<file path="src/rtl/counter_share_arb.sv">
// Round-robin arbiter sharing one up/down counter among NREQ requesters.
// One operation per cycle; grant, counter and wrap flags all update together from flops.
module counter_share_arb #(
  parameter int NREQ  = 4,
  parameter int WIDTH = 2,
  parameter int SAT   = 0
) (
  input  logic                      clk,
  input  logic                      rst,
  input  logic [NREQ-1:0]           req,
  input  logic [NREQ-1:0]           up,
  output logic [NREQ-1:0]           gnt,
  output logic [$clog2(NREQ)-1:0]   gnt_id,
  output logic [WIDTH-1:0]          counter,
  output logic                      ovf,
  output logic                      unf
);

  localparam int IDW = $clog2(NREQ);

  typedef enum logic [1:0] {
    OP_NONE,
    OP_INC,
    OP_DEC
  } op_e;

  logic [IDW-1:0]   ptr;
  logic [IDW-1:0]   win;
  logic             found;
  op_e              op;
  logic [WIDTH-1:0] cnt_n;
  logic             ovf_n;
  logic             unf_n;
  logic [NREQ-1:0]  gnt_n;

  // Scan starts just past the last winner, so the last winner has lowest priority.
  always_comb begin
    int unsigned idx;
    found = 1'b0;
    win   = '0;
    idx   = 0;
    for (int unsigned k = 1; k <= NREQ; k++) begin
      idx = (32'(ptr) + k) % NREQ;
      if (!found && req[idx]) begin
        found = 1'b1;
        win   = idx[IDW-1:0];
      end
    end
  end

  always_comb begin
    op = OP_NONE;
    if (found) begin
      op = up[win] ? OP_INC : OP_DEC;
    end
  end

  always_comb begin
    cnt_n = counter;
    ovf_n = 1'b0;
    unf_n = 1'b0;
    case (op)
      OP_INC: begin
        if (counter == '1) begin
          ovf_n = 1'b1;
          cnt_n = (SAT != 0) ? counter : '0;
        end else begin
          cnt_n = counter + WIDTH'(1);
        end
      end
      OP_DEC: begin
        if (counter == '0) begin
          unf_n = 1'b1;
          cnt_n = (SAT != 0) ? counter : '1;
        end else begin
          cnt_n = counter - WIDTH'(1);
        end
      end
      default: begin
        cnt_n = counter;
      end
    endcase
  end

  always_comb begin
    gnt_n = NREQ'(1) << win;
  end

  always_ff @(posedge clk) begin
    if (rst) begin
      gnt     <= '0;
      gnt_id  <= '0;
      counter <= '0;
      ovf     <= 1'b0;
      unf     <= 1'b0;
      ptr     <= IDW'(NREQ - 1);
    end else if (op != OP_NONE) begin
      gnt     <= gnt_n;
      gnt_id  <= win;
      ptr     <= win;
      counter <= cnt_n;
      ovf     <= ovf_n;
      unf     <= unf_n;
    end else begin
      gnt <= '0;
      ovf <= 1'b0;
      unf <= 1'b0;
    end
  end

endmodule

</file>
<file path="config.mk">
export PLATFORM = sky130hd
export DESIGN_NAME = counter_share_arb
export DESIGN_NICKNAME = d
export VERILOG_FILES = /design/src/rtl/counter_share_arb.sv
export SDC_FILE = /design/constraint.sdc
export NUM_CORES = 1
export LEC_CHECK = 0
export BUFFER_PORTS_ARGS = -buffer_cell sky130_fd_sc_hd__buf_4
export CAP_MARGIN = 40
export CELL_PAD_IN_SITES_DETAIL_PLACEMENT = 1
export CELL_PAD_IN_SITES_GLOBAL_PLACEMENT = 1
export CORE_MARGIN = 5
export CORE_UTILIZATION = 33
export CTS_CLUSTER_SIZE = 24
export DETAILED_ROUTE_END_ITERATION = 10
export GPL_ROUTABILITY_DRIVEN = 0
export GPL_TIMING_DRIVEN = 0
export PLACE_DENSITY = 0.73
export SLEW_MARGIN = 30
export SYNTH_ARGS = -nofsm -noshare
export SYNTH_HDL_FRONTEND = slang
export SYNTH_SLANG_ARGS = --single-unit
</file>
<file path="constraint.sdc">
create_clock -name clk -period 2.3 [get_ports clk]
set_clock_uncertainty 0.1 [all_clocks]
set_input_delay 0.46 -clock clk [delete_from_list [all_inputs] [get_ports clk]]
set_output_delay 0.46 -clock clk [all_outputs]
set_load 0.02 [all_outputs]
</file>
Yosys cells after proc, flatten, opt, wreduce, memory -nomap -nowiden
Index checks and enable logic that the tools add are counted.
{ "op_classes": {"n_addsub": 6, "multipliers": 0, "div": 0, "order_cmp": 5, "n_eq_ne": 3, "shifts": 1, "n_mux": 25, "bitwise": 3, "n_reduce_logical": 13} }
{ "op_table": {"columns": ["operator", "count"], "rows": [
  ["2-bit 2-to-1 mux", 8],
  ["2-bit by 3-bit < comparator with 1-bit output, second input constant", 5],
  ["1-bit 2-to-1 mux", 11],
  ["1-bit binary-select mux with 2-bit select", 5],
  ["2-bit by 1-bit adder with 2-bit output, second input constant", 3],
  ["3-bit OR reduction", 2],
  ["2-bit adder, second input constant", 2],
  ["2-bit == test, second input constant", 2],
  ["2-bit case mux with 2 select lines", 1],
  ["2-bit nonzero test", 2],
  ["1-bit by 2-bit << shifter with 4-bit output, first input constant", 1],
  ["1-bit logical AND", 3],
  ["1-bit logical NOT", 3],
  ["1-bit NOT", 3],
  ["2-bit by 1-bit == test with 1-bit output, second input constant", 1],
  ["2-bit logical NOT", 1],
  ["2-bit AND reduction", 1],
  ["2-bit OR reduction", 1],
  ["2-bit by 1-bit subtractor with 2-bit output, second input constant", 1]
]} }
{ "word_totals": {"register_bits": 12, "latchBits": 0, "mem_bits_rw": 0, "romBits": 0, "inputBits": 10, "output_inout_bits": 10, "elab_cells": 62, "n_memories": 0} }

Longest topological paths before layout
Gate-level depths: netlist of run 1.
{ "depth": {"depth_word": 20, "ltp_mapped": 7, "mapped_depth_nobuf": 6} }

Worst setup path before layout of run 1
No wires, ideal clock.
{ "synth_path": {"path_kind": "input port to flip-flop", "from": "in req[0]", "to": "reg counter[1]", "t_arrival_ns": 1.873, "required_time_ns": 2.078, "path_slack_ns": 0.205, "stages": 7, "cell_sequence": "or2_0 > a311o_1 > buf_6 > mux2i_1 > mux2i_1 > nor4_1 > a311o_1"} }
{ "synth_via": {"elab_chain_len": 19} }
{ "synth_rtl": {"columns": ["item", "line", "source"], "rows": [
  ["from (decl)", "10", "input logic [NREQ-1:0] req,"],
  ["1-bit binary-select mux with 2-bit select", "44", "if (!found && req[idx]) begin"],
  ["1-bit 2-to-1 mux (not written as such)", "44", null],
  ["1-bit 2-to-1 mux", "44", null],
  ["1-bit logical NOT", "44", null],
  ["1-bit logical AND", "44", null],
  ["1-bit 2-to-1 mux", "44", null],
  ["1-bit logical NOT", "44", null],
  ["1-bit logical AND", "44", null],
  ["[3 not listed]", null, null],
  ["2-bit 2-to-1 mux", "44", null],
  ["1-bit binary-select mux with 2-bit select", "54", "op = up[win] ? OP_INC : OP_DEC;"],
  ["1-bit 2-to-1 mux (not written as such)", "54", null],
  ["2-bit 2-to-1 mux", "54", null],
  ["2-bit 2-to-1 mux (*)", "53", "if (found) begin"],
  ["2-bit == test or 2-bit by 1-bit == test with 1-bit output (tied branches)", "62", "case (op)"],
  ["2-bit nonzero test (no source line)", null, null],
  ["2-bit AND reduction (no source line)", null, null],
  ["to (signal assigned)", "101", "counter <= cnt_n;"],
  ["to (decl)", "14", "output logic [WIDTH-1:0] counter,"]
]} }
Every way passes the cells marked *; elsewhere a longest branch is shown, timed or not. The select of a mux whose other input is x is not followed.
A chain may end at the register's enable or synchronous reset.

Final worst setup path of run 1
Same ends and word-level chain as after synthesis.

==> implementation parameters, run 1 <==
Parameter                              Value

Final layout
  Fill cell count    199
  Register area    240 um^2
  Final design instance area without fill    737 um^2
  Area of the multi-input gates    274 um^2
  Post-layout nets    98
  Area overhead of the layout relative to synthesis    33.6%
  Share of post-route cells with drive strength above 1    28.6%
  # diodes    0

Die
  Effective utilization at floorplan    35.8%
  Full die area    2590 um^2
  Die width    50.9 um
  Core Box Area    1540 um^2
  Height of the die    50.9 um
  Top-Level Pins    20
  Site row count    14

Synthesis
  Gate count of the mapped netlist    62
  Number of synthesized register bits    12
  Synth warnings    0
  Sequential cell area fraction in the yosys report    43.5%
  Post-Syn Nets    74
  Post-synthesis instance area    552 um^2
  Number of distinct library cells after synthesis    23
  Mapped Avg Cell Area    8.90 um^2

Power
  Switching fraction of total power    31.4%
  Relative contribution of combinational cells to total power    32.0%
  Power density over the cells    752 nW/um^2
  Standby leakage power    0.349 nW
  Worst VDD drop    0.442 mV
  P_int    0.380 mW
  Switching power summed over all nets    0.174 mW
  Clk pwr share    22.6%
  Register share of total power    45.4%

CTS
  Clock latency on the worst-skew pair    0.27 ns
  TritonCTS clock tree    yes
  Clock buffer count from CTS    3
  Maximum level of the CTS H-tree    1
  Clock transition at the registers of the reported paths    0.07 ns
  Setup fix buffers added after clock tree synthesis    0
  Buffer type at the clock tree root    clkbuf_4
  Clock Sink Count    12
  PostCTS Resize Cnt    0
  Buffers from clock root to sink, at most    2
  Hold buffer count at CTS    0

Setup path
  CP Class    in2reg
  Critical path cell sequence    buf_4 -> or2_0 -> a311o_1 -> buf_6 -> mux2i_1 -> mux2i_1 -> nor4_1 -> a311o_1
  CP Data Arrival Time    2.14 ns
  Critical path required time    2.36 ns
  Largest fanout on the critical path    7
  Critical Path Max Stage Delay    0.36 ns
  Sort of element at the end of the critical path    register
  Critical Path Slowest Stage Cell    a311o_1
  Type of element launching the critical path    input pin

Drt
  Post-route ant nets    0
  DR WL/cell    12.4 um
  Iteration-0 DRC count of the detailed router    1
  Detailed-route via count    509
  Final wirelength    1240 um
  Number of iterations in the first detailed-routing pass    2
  DRC viols    0
  Vias/cell    5.09

Timing
  RSZ-0062 raised after global routing    false
  Max-slew headroom    66.0%
  Fmax    0.480 GHz
  Slew at the pin with the worst max-slew slack    0.507 ns
  Final setup violation count    0
  Final hold viol count    0
  Worst hold slack    0.361 ns
  Max-slew violation count    0
  Final worst path period share    90.5%
  Period minus WS final    2.08 ns

Placed design
  Sum of net half-perimeters after detailed placement    1010 um
  I/O Buffers    19
  Placed instance area    714 um^2

Global route
  Via count of the first global-routing pass    530
  Overall global routing resource usage    11.3%
  Global-route wire length before repair    2260 um
  Number of antenna violations at the first check in global routing    0
  Global route overflow    0
  Largest net degree at the start of global routing    11

Run status
  Status    complete, no violations

Flow run
  Number of violations of the max-capacitance limit    0

Hold path
  Worst min path class    reg2reg
==> routing by layer <==
layer  wire length, um  share of wire [%]  vias up  track usage [%]
li1                  -                  -      263                -
met1               534                 43      235             13.9
met2               628                 51       11             17.4
met3                76                6.1        0             6.10
met4                 0                  0        0             2.55
met5                 0                  0        -                0
==> layout by cell type, fill, tap and decap left out <==
| master | count |
|---|---|
| o21a_1 | 1 |
| nor3_2 | 1 |
| buf_4 | 19 |
| and3_1 | 1 |
| clkbuf_4 | 3 |
| nor4bb_1 | 1 |
| nor2_1 | 5 |
| buf_6 | 1 |
| dfxtp_1 | 12 |
| a211o_1 | 1 |
| a21oi_1 | 6 |
| nor3b_1 | 1 |
| nand2_1 | 5 |
| a21boi_1 | 1 |
| or2b_1 | 1 |
| nor4_1 | 3 |
| nor3_1 | 3 |
| clkbuf_1 | 2 |
| ha_1 | 2 |
| inv_1 | 5 |
| a211oi_1 | 1 |
| nand2b_1 | 3 |
| a311o_1 | 2 |
| or2_0 | 1 |
| mux2i_1 | 3 |
==> power by group through the flow <==
stage | registers, mW | clock network, mW | logic (mW)
2_1_floorplan | 0.281 | 0 | 0.0863
3_3_place_gp | 0.256 | 0 | 0.177
3_5_place_dp | 0.257 | 0 | 0.181
4_1_cts | 0.252 | 0.131 | 0.182
5_1_grt | 0.256 | 0.142 | 0.199
6_report | 0.252 | 0.125 | 0.177
==> per-stage QoR <==
stage	TNS, ns	setup slack [ns]	instances	utilization [%]	total power, mW
after floorplan	0	0.205	62	-	0.367
after global placement	-0.0635	-0.0635	97	46.3	0.433
after detailed placement	-0.0809	-0.0809	97	46.3	0.438
after CTS	0	0.209	100	47.8	0.564
after global routing	0	0.0402	100	47.8	0.597
final	0	0.219	100	47.8	0.554
==> sequential cells by signal, summed over array words and instances (netlist names) <==
signal   flops
ptr          2
gnt_id       2
unf          1
ovf          1
counter      2
gnt          4
==> area by class of cell <==
cell class                 instances  share of cell area [%]
tap                               16                    2.72
timing repair buffer              19                    19.4
inverter                           5                    2.55
buffer                             3                    2.55
sequential                        12                    32.6
clock buffer                       3                    3.06
multi-input combinational         42                    37.2
==> cells by family (layout without fill, tap and decap cells) <==
logic type,after synthesis,count (layout),share of synthesized area [%]
AND/OR/NAND/NOR,25,25,24.9
AO/OA/AOI/OAI,12,12,14.7
flip-flops,12,12,43.5
buffers and inverters,8,30,6.80
multiplexers,3,3,5.44
adder cells (fa/ha/maj),2,2,4.53
==> worst max-delay path: cells and delay by family <==
kind,cells,cell delay (ns)
AOI/OAI and AO/OA,2,0.69
muxes,2,0.43
and+or+nand+nor,2,0.30
buffers and inverters,2,0.26
==> synth_stat cells <==
master	count	area share, %
nand2_1	5	3.4
clkbuf_1	2	1.4
buf_6	1	2.0
and3_1	1	1.1
nor3_1	3	2.7
dfxtp_1	12	44
nor4bb_1	1	1.8
or2b_1	1	1.4
a21boi_1	1	1.4
a21oi_1	6	5.4
nand2b_1	3	3.4
nor3_2	1	1.8
nor4_1	3	3.4
a311o_1	2	3.6
inv_1	5	3.4
or2_0	1	1.1
nor2_1	5	3.4
o21a_1	1	1.4
ha_1	2	4.5
a211o_1	1	1.6
a211oi_1	1	1.4
mux2i_1	3	5.4
nor3b_1	1	1.4
==> final timing paths <==
check	startpoint	end	slack [ns]	cells past startpoint
setup / recovery	req[0]	counter[1]$_SDFFE_PP0P_	0.22	8
hold / removal	gnt_id[1]$_SDFFE_PP0N_	gnt_id[1]$_SDFFE_PP0N_	0.36	2
setup reg to reg	ptr[0]$_SDFFE_PP1N_	counter[1]$_SDFFE_PP0P_	0.28	7
hold reg to reg	gnt_id[1]$_SDFFE_PP0N_	gnt_id[1]$_SDFFE_PP0N_	0.36	2
Power figures use the tool's default switching activity.
==> inputs of run 2 (changes only) <==
--- a/config.mk
+++ b/config.mk
@@ -15,6 +15,7 @@
 export DETAILED_ROUTE_END_ITERATION = 10
 export GPL_ROUTABILITY_DRIVEN = 0
 export GPL_TIMING_DRIVEN = 0
+export MAX_ROUTING_LAYER = met4
 export PLACE_DENSITY = 0.73
 export SLEW_MARGIN = 30
 export SYNTH_ARGS = -nofsm -noshare
==> run 2 against run 1 <==
  * Setup slack better by 0.0012 ns
  * Routed wire length up 0.56%
  * Cell count unchanged
  * Non-clock buffer count is the same
  * Final area did not move
  * Sequential power is essentially flat
  * Core utilization did not move
  * Maximum frequency is essentially flat
  * Die area is the same
  * Hold slack is essentially flat
  * Critical endpoint unchanged
  * Largest cell class unchanged
==> implementation parameters, run 2 (same netlist as run 1, synthesis figures left out) <==
Parameter                              Value

CTS
  TritonCTS clock tree    yes
  Setup fix buffers added after clock tree synthesis    0 (unchanged)
  Hold buffer count at CTS    0 (unchanged)
  PostCTS Resize Cnt    0 (unchanged)
  Clock buffer count from CTS    3 (unchanged)
  Clock latency on the worst-skew pair    0.27 ns (about the same)
  Buffer type at the clock tree root    clkbuf_4
  Clock transition at the registers of the reported paths    0.07 ns (about the same)
  Maximum level of the CTS H-tree    1 (unchanged)
  Buffers from clock root to sink, at most    2 (unchanged)
  Clock Sink Count    12 (unchanged)

Die
  Core Box Area    1540 um^2 (unchanged)
  Top-Level Pins    20 (unchanged)
  Effective utilization at floorplan    35.8% (unchanged)
  Die width    50.9 um (unchanged)
  Height of the die    50.9 um (unchanged)
  Full die area    2590 um^2 (unchanged)
  Site row count    14 (unchanged)

Hold path
  Worst min path class    reg2reg

Final layout
  Reg with most FFs    gnt
  Area overhead of the layout relative to synthesis    33.6% (unchanged)
  Post-layout nets    98 (unchanged)
  Fill cell count    199 (unchanged)
  Most common library cell in the layout ignoring fill and taps    buf_4
  Share of post-route cells with drive strength above 1    28.6% (unchanged)
  Top library cells by usage in the layout, fill and taps aside    19 x buf_4, 12 x dfxtp_1, 6 x a21oi_1
  Number of flip-flops under the largest register name    4 (unchanged)
  Register area    240 um^2 (unchanged)
  # diodes    0 (unchanged)
  Area of the multi-input gates    274 um^2 (unchanged)
  Final design instance area without fill    737 um^2 (unchanged)

Drt
  Number of iterations in the first detailed-routing pass    2 (unchanged)
  DR WL/cell    12.5 um (+0.56%)
  Vias/cell    5.13 (+0.79%)
  DRC viols    0 (unchanged)
  Detailed-route via count    513 (+0.79%)
  Iteration-0 DRC count of the detailed router    1 (unchanged)
  Post-route ant nets    0 (unchanged)
  Final wirelength    1250 um (+0.56%)

Setup path
  Type of element launching the critical path    input pin
  Largest fanout on the critical path    7 (unchanged)
  CP Data Arrival Time    2.14 ns (about the same)
  Critical path required time    2.36 ns (about the same)
  Sort of element at the end of the critical path    register
  CP Class    in2reg

Timing
  Slew at the pin with the worst max-slew slack    0.507 ns (-0.0000107 ns)
  Final hold viol count    0 (unchanged)
  Final worst path period share    90.4% (about the same)
  Total Negative Setup Slacks    0 ns (unchanged)
  Final setup violation count    0 (unchanged)
  Worst hold slack    0.361 ns (-0.00000100 ns)
  Max-slew violation count    0 (unchanged)
  Fmax    0.481 GHz (about the same)
  Max-slew headroom    66.0% (about the same)
  RSZ-0062 raised after global routing    false
  Period minus WS final    2.08 ns (-0.00117 ns)

Global route
  Largest net degree at the start of global routing    11 (unchanged)
  Global-route wire length before repair    2260 um (unchanged)
  Via count of the first global-routing pass    529 (-0.19%)
  Number of antenna violations at the first check in global routing    0 (unchanged)
  Global route overflow    0 (unchanged)
  Overall global routing resource usage    11.6% (+0.33 points)

Power
  Power density over the cells    752 nW/um^2 (about the same)
  Overall power    0.554 mW (about the same)
  Standby leakage power    0.349 nW (unchanged)
  Worst VDD drop    0.442 mV (about the same)

Placed design
  Placed instance area    714 um^2 (unchanged)
  I/O Buffers    19 (unchanged)
  Sum of net half-perimeters after detailed placement    1010 um (unchanged)

Flow run
  Number of violations of the max-capacitance limit    0 (unchanged)

Run status
  Status    complete, no violations
==> run 2: cell counts in the layout (fill, tap and decap cells not counted) <==
Identical to the previous run, type by type.
==> run 2: layer usage <==
layer	GRT usage [%]	routed length (um)	vias to the layer above
li1	-	-	263
met4	2.55	8	0
met1	13.9	543	236
met3	6.10	70	2
met2	17.4	624	12
met5	-	0	-
==> run 2: layout make-up <==
cell class	instances	area share, %
Multi-Input combinational cell	42	37.2
Sequential cell	12	32.6
Timing Repair Buffer	19	19.4
Clock buffer	3	3.06
Tap cell	16	2.72
Buffer	3	2.55
Inverter	5	2.55
==> run 2: worst paths after layout <==
check	from	to	slack, ns	cells after the start
max reg2reg	ptr[0]$_SDFFE_PP1N_	counter[1]$_SDFFE_PP0P_	0.28	7
min	gnt_id[1]$_SDFFE_PP0N_	gnt_id[1]$_SDFFE_PP0N_	0.36	2
min reg2reg	gnt_id[1]$_SDFFE_PP0N_	gnt_id[1]$_SDFFE_PP0N_	0.36	2
max	req[0]	counter[1]$_SDFFE_PP0P_	0.22	8
==> run 2: critical path, cell delays in order <==
cell	delay [ns]
buf_4	0.12
or2_0	0.21
a311o_1	0.36
buf_6	0.14
mux2i_1	0.11
mux2i_1	0.32
nor4_1	0.09
a311o_1	0.33
==> run 2: per-stage QoR <==
stage	utilization, %	cells	setup slack (ns)
global placement	46.3	97	-0.0635
floorplan	-	62	0.205
finish	47.8	100	0.220
global route	47.8	100	0.0402
CTS	47.8	100	0.209
detailed placement	46.3	97	-0.0809
==> run 2: power by group <==
group / internal, mW / switching [mW] / leakage [nW]
clock network: 0.0606 / 0.0648 / 0.0138
logic: 0.0857 / 0.0916 / 0.236
registers: 0.234 / 0.0181 / 0.0992
